[src/rtl/mac_seq_pkg.sv]
// ---------------------------------------------------------------------------
// mac_seq_pkg
// Shared definitions for the MAC dot-product sequencer: the default datapath
// widths and the sequencer FSM state encoding.
// ---------------------------------------------------------------------------
package mac_seq_pkg;

  localparam int DATA_W_DEF = 8;   // operand width (unsigned)
  localparam int ACC_W_DEF  = 16;  // accumulator width, >= 2*DATA_W
  localparam int LEN_W_DEF  = 8;   // job length field width

  typedef enum logic [1:0] {
    ST_IDLE = 2'd0,  // waiting for a job command
    ST_RUN  = 2'd1,  // accepting operand pairs
    ST_DONE = 2'd2   // presenting the result
  } state_e;

endpackage

[src/rtl/mac_dot_sequencer_if.sv]
// ---------------------------------------------------------------------------
// mac_dot_sequencer_if
// Bundles the three handshakes of the dot-product sequencer plus its control
// and status lines.
//   cmd_*   : job command (length) from the operand source
//   abort   : synchronous abort of the current job
//   op_*    : operand pair stream
//   res_*   : result (sum + sticky overflow) to the consumer
//   busy    : sequencer is running or holding a result
// Modports:
//   master : the environment side (drives commands/operands, consumes result)
//   slave  : the sequencer side
// ---------------------------------------------------------------------------
interface mac_dot_sequencer_if
  import mac_seq_pkg::*;
#(
  parameter int DATA_W = DATA_W_DEF,
  parameter int ACC_W  = ACC_W_DEF,
  parameter int LEN_W  = LEN_W_DEF
) ();

  logic              cmd_valid;
  logic              cmd_ready;
  logic [LEN_W-1:0]  cmd_len;
  logic              abort;
  logic              op_valid;
  logic              op_ready;
  logic [DATA_W-1:0] op_a;
  logic [DATA_W-1:0] op_b;
  logic              res_valid;
  logic              res_ready;
  logic [ACC_W-1:0]  res_data;
  logic              res_ovf;
  logic              busy;

  modport master (
    output cmd_valid, cmd_len, abort, op_valid, op_a, op_b, res_ready,
    input  cmd_ready, op_ready, res_valid, res_data, res_ovf, busy
  );

  modport slave (
    input  cmd_valid, cmd_len, abort, op_valid, op_a, op_b, res_ready,
    output cmd_ready, op_ready, res_valid, res_data, res_ovf, busy
  );

endinterface

[src/rtl/mac_acc_datapath.sv]
// ---------------------------------------------------------------------------
// mac_acc_datapath
// Purely combinational MAC step: unsigned multiply of the two operands, the
// product zero-extended to ACC_W and added to the current accumulator with
// carry-in tied to zero. The sum wraps mod 2**ACC_W; the carry-out is
// reported separately so the sequencer can track overflow.
// Ports:
//   acc_i   in  ACC_W   current accumulator value
//   a_i     in  DATA_W  operand A
//   b_i     in  DATA_W  operand B
//   sum_o   out ACC_W   acc_i + a_i*b_i, mod 2**ACC_W
//   carry_o out 1       carry out of bit ACC_W-1
// ---------------------------------------------------------------------------
module mac_acc_datapath
  import mac_seq_pkg::*;
#(
  parameter int DATA_W = DATA_W_DEF,
  parameter int ACC_W  = ACC_W_DEF   // must be >= 2*DATA_W
) (
  input  logic [ACC_W-1:0]  acc_i,
  input  logic [DATA_W-1:0] a_i,
  input  logic [DATA_W-1:0] b_i,
  output logic [ACC_W-1:0]  sum_o,
  output logic              carry_o
);

  logic [2*DATA_W-1:0] product;
  logic [ACC_W:0]      sum_ext;

  // Operands are widened first so the multiply is evaluated at full product
  // width rather than truncated to DATA_W.
  assign product = {{DATA_W{1'b0}}, a_i} * {{DATA_W{1'b0}}, b_i};

  // One extra bit on both addends captures the carry-out.
  assign sum_ext = (ACC_W+1)'(acc_i) + (ACC_W+1)'(product);

  assign sum_o   = sum_ext[ACC_W-1:0];
  assign carry_o = sum_ext[ACC_W];

endmodule

[src/rtl/mac_dot_sequencer.sv]
// ---------------------------------------------------------------------------
// mac_dot_sequencer
// Runs dot-product jobs through the MAC datapath. A job command carries the
// number of operand pairs; the pairs are then streamed one per cycle at most,
// accumulated, and the sum plus a sticky overflow flag is returned on the
// result handshake. A length of zero produces an immediate zero result.
// All handshake outputs are decoded from registered state only (Moore).
// Ports:
//   clk    in  rising-edge clock
//   rst_n  in  asynchronous active-low reset
//   bus    slave side of mac_dot_sequencer_if (cmd/op/res handshakes,
//          abort, busy)
// ---------------------------------------------------------------------------
module mac_dot_sequencer
  import mac_seq_pkg::*;
#(
  parameter int DATA_W = DATA_W_DEF,
  parameter int ACC_W  = ACC_W_DEF,
  parameter int LEN_W  = LEN_W_DEF
) (
  input  logic                 clk,
  input  logic                 rst_n,
  mac_dot_sequencer_if.slave   bus
);

  state_e             state_q, state_d;
  logic [ACC_W-1:0]   acc_q,   acc_d;
  logic               ovf_q,   ovf_d;
  logic [LEN_W-1:0]   count_q, count_d;
  logic [LEN_W-1:0]   len_q,   len_d;

  logic [ACC_W-1:0]   dp_sum;
  logic               dp_carry;
  logic               last_beat;

  mac_acc_datapath #(
    .DATA_W (DATA_W),
    .ACC_W  (ACC_W)
  ) u_datapath (
    .acc_i   (acc_q),
    .a_i     (bus.op_a),
    .b_i     (bus.op_b),
    .sum_o   (dp_sum),
    .carry_o (dp_carry)
  );

  // RUN is only entered with len_q >= 1, so len_q-1 never underflows here.
  // count_q stops at len_q-1 on the terminal beat, so even the maximum
  // length never needs the counter to wrap.
  assign last_beat = (count_q == len_q - LEN_W'(1));

  // Next-state and datapath control.
  // NOTE: every variable gets its hold value first so no path leaves it
  // unassigned; that is what keeps this block from inferring latches.
  always_comb begin
    state_d = state_q;
    acc_d   = acc_q;
    ovf_d   = ovf_q;
    count_d = count_q;
    len_d   = len_q;

    unique case (state_q)
      ST_IDLE: begin
        // An abort seen in IDLE suppresses command acceptance that cycle.
        if (bus.cmd_valid && !bus.abort) begin
          len_d   = bus.cmd_len;
          acc_d   = '0;
          ovf_d   = 1'b0;
          count_d = '0;
          state_d = (bus.cmd_len == '0) ? ST_DONE : ST_RUN;
        end
      end

      ST_RUN: begin
        // Abort takes priority over a coincident operand beat.
        if (bus.abort) begin
          acc_d   = '0;
          ovf_d   = 1'b0;
          count_d = '0;
          state_d = ST_IDLE;
        end else if (bus.op_valid) begin
          acc_d   = dp_sum;
          ovf_d   = ovf_q | dp_carry;
          count_d = count_q + LEN_W'(1);
          if (last_beat) begin
            state_d = ST_DONE;
          end
        end
      end

      ST_DONE: begin
        if (bus.abort) begin
          acc_d   = '0;
          ovf_d   = 1'b0;
          count_d = '0;
          state_d = ST_IDLE;
        end else if (bus.res_ready) begin
          state_d = ST_IDLE;
        end
      end

      default: begin
        state_d = ST_IDLE;
      end
    endcase
  end

  // NOTE: sequential state uses non-blocking assignments so every flop
  // samples its _d value from before the edge, independent of block order.
  // acc/count/len are ordinary registers, not a memory, so they take the
  // async reset along with the FSM.
  always_ff @(posedge clk or negedge rst_n) begin
    if (!rst_n) begin
      state_q <= ST_IDLE;
      acc_q   <= '0;
      ovf_q   <= 1'b0;
      count_q <= '0;
      len_q   <= '0;
    end else begin
      state_q <= state_d;
      acc_q   <= acc_d;
      ovf_q   <= ovf_d;
      count_q <= count_d;
      len_q   <= len_d;
    end
  end

  // Moore outputs. The accumulator only changes on accepted beats or a new
  // command, so res_data/res_ovf hold stable for as long as DONE is stalled.
  assign bus.cmd_ready = (state_q == ST_IDLE);
  assign bus.op_ready  = (state_q == ST_RUN);
  assign bus.res_valid = (state_q == ST_DONE);
  assign bus.busy      = (state_q == ST_RUN) || (state_q == ST_DONE);
  assign bus.res_data  = acc_q;
  assign bus.res_ovf   = ovf_q;

endmodule

[src/flat_wrapper.sv]
// flat-port wrapper written by rule: the top's interface ports become plain ports
module mac_dot_sequencer_flat import mac_seq_pkg::*;
#(
  parameter int DATA_W = DATA_W_DEF,
  parameter int ACC_W  = ACC_W_DEF,
  parameter int LEN_W  = LEN_W_DEF
)
  (clk, rst_n, bus_cmd_valid, bus_cmd_len, bus_abort, bus_op_valid, bus_op_a, bus_op_b, bus_res_ready, bus_cmd_ready, bus_op_ready, bus_res_valid, bus_res_data, bus_res_ovf, bus_busy);
  mac_dot_sequencer_if #(.DATA_W(DATA_W), .ACC_W(ACC_W), .LEN_W(LEN_W)) bus_i ();
  input  logic clk;
  input  logic rst_n;
  input wire logic [$bits(bus_i.cmd_valid)-1:0] bus_cmd_valid;
  input wire logic [$bits(bus_i.cmd_len)-1:0] bus_cmd_len;
  input wire logic [$bits(bus_i.abort)-1:0] bus_abort;
  input wire logic [$bits(bus_i.op_valid)-1:0] bus_op_valid;
  input wire logic [$bits(bus_i.op_a)-1:0] bus_op_a;
  input wire logic [$bits(bus_i.op_b)-1:0] bus_op_b;
  input wire logic [$bits(bus_i.res_ready)-1:0] bus_res_ready;
  output wire logic [$bits(bus_i.cmd_ready)-1:0] bus_cmd_ready;
  output wire logic [$bits(bus_i.op_ready)-1:0] bus_op_ready;
  output wire logic [$bits(bus_i.res_valid)-1:0] bus_res_valid;
  output wire logic [$bits(bus_i.res_data)-1:0] bus_res_data;
  output wire logic [$bits(bus_i.res_ovf)-1:0] bus_res_ovf;
  output wire logic [$bits(bus_i.busy)-1:0] bus_busy;
  assign bus_i.cmd_valid = bus_cmd_valid;
  assign bus_i.cmd_len = bus_cmd_len;
  assign bus_i.abort = bus_abort;
  assign bus_i.op_valid = bus_op_valid;
  assign bus_i.op_a = bus_op_a;
  assign bus_i.op_b = bus_op_b;
  assign bus_i.res_ready = bus_res_ready;
  assign bus_cmd_ready = bus_i.cmd_ready;
  assign bus_op_ready = bus_i.op_ready;
  assign bus_res_valid = bus_i.res_valid;
  assign bus_res_data = bus_i.res_data;
  assign bus_res_ovf = bus_i.res_ovf;
  assign bus_busy = bus_i.busy;
  mac_dot_sequencer #(.DATA_W(DATA_W), .ACC_W(ACC_W), .LEN_W(LEN_W)) u_core (.clk(clk), .rst_n(rst_n), .bus(bus_i));
endmodule
[config.mk]
export PLATFORM = sky130hd
export DESIGN_NAME = mac_dot_sequencer_flat
export DESIGN_NICKNAME = d
export VERILOG_FILES = /design/src/rtl/mac_seq_pkg.sv /design/src/rtl/mac_dot_sequencer_if.sv /design/src/rtl/mac_acc_datapath.sv /design/src/rtl/mac_dot_sequencer.sv /design/src/flat_wrapper.sv
export SDC_FILE = /design/constraint.sdc
export NUM_CORES = 1
export LEC_CHECK = 0
export ABC_AREA = 1
export CAP_MARGIN = 15
export CORE_MARGIN = 8
export CORE_UTILIZATION = 40
export CTS_BUF_LIST = sky130_fd_sc_hd__clkbuf_8
export DETAILED_ROUTE_END_ITERATION = 6
export HOLD_SLACK_MARGIN = 0.03
export SYNTH_ARGS = -nofsm -noshare
export SYNTH_HDL_FRONTEND = slang
export SYNTH_HIERARCHICAL = 1
export SYNTH_SLANG_ARGS = --single-unit
[constraint.sdc]
create_clock -name clk -period 10.8 [get_ports clk]
set_input_delay 1.08 -clock clk [delete_from_list [all_inputs] [get_ports clk]]
set_output_delay 1.08 -clock clk [all_outputs]
set_load 0.01 [all_outputs]
==> reports/qor.yml <==
grt_pass1_vias: 3899
fin_cells: 847
yosysTopAreaCell: "fa_1"
area_growth_pct: 14.2
synthTopCellsByArea: "fa_1, dfrtp_1, nand2_1, inv_1, ha_1"
min_period_ps: 5150
total_power_uw: 1430
cts_tree: "done"
core-area_um2: 11400
leakage_uw: 0.00310
grt_max_degree: 36
hold_violations: 0
wl_per_cell_um: 12.4
rows: 39
drc: 0
dp.cells: 839
worst-r2r-setup-slack_ps: 6860
min_to: "u_core/len_q[7]$_DFFE_PN0P_"
period_share_pct: 47.7
required_ps: 10970
start_util_pct: 40.9
final_cell_area_um2: 5340
synth-main-ff-cell: "dfrtp_1"
synth_area_um2: 4670
min_path_type: "reg2reg"
synth_top_area_share_pct: 21.8
clkPwrFrac_pct: 6.3
drive_gt1_share_pct: 2.98
max_freq_mhz: 194
routed_via_density: 4.56
dieArea_um2: 15400
firstDrtPassIters: 4
cp.arrival_ps: 5320
skew_ps: 8.24
cts_root_buffer: "clkbuf_8"
worstMarginPinSlew_ps: 797
die_h_um: 124
overflow: 0
outcome: "finished clean"
grt_pass1_wl_um: 18700
p_sw_uw: 772
maxSlewHeadroom_pct: 46.9
critPathLaunchType: "primary input"
synth_edf_count: 0
cts_resized: 0
r2r_end: "u_core/bus.res_data[9]$_DFFE_PN0P_"
end_kind: "register"
ys_types: 29
cts-htree-levels: 2
path_max_fanout: 8
cts_buffer_depth: 2
post-cts-setup-buffers: 0
hpwl_um: 8860
synthTopCellsByCount: "nand2_1, inv_1, fa_1, ha_1, nand3_1"
drtAntennaViolNets: 0
holdBufCountCts: 0
totalWireLength_um: 10500
syn_nets: 790
post-route-util_pct: 46.7
criticalPathCategory: "in2reg"
io_buffers: 50
swShare_pct: 54.0
io_pins: 51
die_w_um: 124
seq_power_share_pct: 15.8
whs_path_depth: 2
syn_avg_cell_area_um2: 7.00
r2r_cells: 15
path_clk_slew_ps: 80
placed_area_um2: 5260
antenna_found_initial: 0
vias: 3866
tns_ps: 0
worstHoldStart: "u_core/len_q[7]$_DFFE_PN0P_"
synth.most_common_cell: "nand2_1"
peakVddDrop_mv: 0.114
place_congestion: 0.864
maxSlewViolCount: 0
rr_startpoint: "u_core/bus.res_data[6]$_DFFE_PN0P_"
maxCapViolations: 0
finalSetupViolCount: 0
ys_seq_area_share_pct: 18.7
nNetsFinal: 825
syn_inst: 668
ys_warn_count: 6
rsz0062_at_grt: "no"
combinationalPowerShare_pct: 77.8
p_per_area_nw_per_um2: 268
cts_sinks: 35
p_int_uw: 657
clk_latency_ps: 280
drt-initial-drc-count: 196
async_flop_share_pct: 100
ys_ff_latch: 35
grt_usage_pct: 14.8
diodes: 0
numCtsBuffers: 5
-- state kept, by name, indices dropped and copies added, names as in the netlist --
signal / cells
u_core/state_q: 2
u_core/len_q: 8
u_core/count_q: 8
u_core/bus.res_ovf: 1
u_core/bus.res_data: 16
-- layout make-up --
| cell class | count | area (um^2) |
|---|---|---|
| flip-flops and latches | 35 | 876 |
| inverters | 174 | 653 |
| multi-input cells | 437 | 3050 |
| clock inverters | 3 | 12.5 |
| repair buffers | 50 | 495 |
| fillers | 1187 | 6080 |
| clock buffers | 5 | 68.8 |
| well taps | 143 | 179 |
-- worst max-delay path, stage by stage --
cell	delay, ps
clkdlybuf4s50_1	660
nand2_1	130
fa_1	550
inv_1	60
fa_1	550
inv_1	60
fa_1	530
inv_1	50
fa_1	480
ha_1	360
nand2_1	120
inv_2	50
nand2_1	60
nand2_1	60
a21oi_1	160
nand2_1	70
nand2_1	60
nand2_1	40
a21oi_1	130
nor2_1	50
-- power groups by stage --
stage	registers, uW	logic, uW	clock network (uW)
detailed placement	230	1110	0
floorplan	224	845	0
finish	226	1110	90.4
global route	235	1290	100
CTS	229	1120	94.0
global placement	230	1110	0
-- per-stage QoR --
step / hold slack, ps / worst slack, ps
after floorplan: 473 / 6030
after global placement: 501 / 5380
after detailed placement: 505 / 5360
after CTS: 523 / 5660
after global routing: 539 / 5360
final: 514 / 5650
-- worst max-delay path by stage --
stage           startpoint                             end  slack (ps)
3_3_place_gp   bus_op_b[4]  u_core/bus.res_ovf$_DFFE_PN0P_        5380
5_1_grt        bus_op_b[7]  u_core/bus.res_ovf$_DFFE_PN0P_        5360
2_1_floorplan  bus_op_a[4]  u_core/bus.res_ovf$_DFFE_PN0P_        6030
6_report       bus_op_a[4]  u_core/bus.res_ovf$_DFFE_PN0P_        5650
4_1_cts        bus_op_b[7]  u_core/bus.res_ovf$_DFFE_PN0P_        5660
3_5_place_dp   bus_op_b[7]  u_core/bus.res_ovf$_DFFE_PN0P_        5360
-- layout by cell type (no fill, tap or decap) --
cell type        netlist  layout
a21oi_1               12      12
a21oi_2                1       1
and3_1                 1       1
buf_2                  3       1
clkbuf_8               0       5
clkdlybuf4s50_1        0      49
clkinv_1               2       2
clkinv_2               0       1
dfrtp_1               35      35
fa_1                  51      51
ha_1                  41      41
inv_1                169     171
inv_2                  3       3
nand2_1              204     204
nand2_2                5       5
nand3_1               40      40
nand3_2                2       2
nand3b_1               1       1
nand4_1                6       6
nor2_1                37      37
nor2_2                 1       1
nor2_4                 1       1
nor3_1                 5       5
nor3_2                 1       1
o21ai_0               12      12
o21ai_1                2       2
o21bai_1               1       1
or2_1                  1       1
xnor2_1                5       5
xor2_1                 7       7
-- per-layer routing --
metal  routed length (um)  part of all wire (%)  vias to the layer above  GRT usage, %
li1                     -                     -                     2019             -
met1                 4950                    47                     1782          19.7
met2                 5030                    48                       55          24.7
met3                  390                   3.7                       10          2.45
met4                  116                   1.1                        0          3.42
met5                    0                     0                        -             0
-- cell families after synthesis --
group                    count (synthesis)  synth area share, %
adder cells (fa/ha/maj)                 92                 32.8
AO/OA/AOI/OAI                           28                 3.13
AND/OR/NAND/NOR                        305                 27.1
buffers and inverters                  196                 16.0
XOR/XNOR                                12                 2.25
flip-flops                              35                 18.7
No activity file was read; power rests on OpenSTA's default activity.
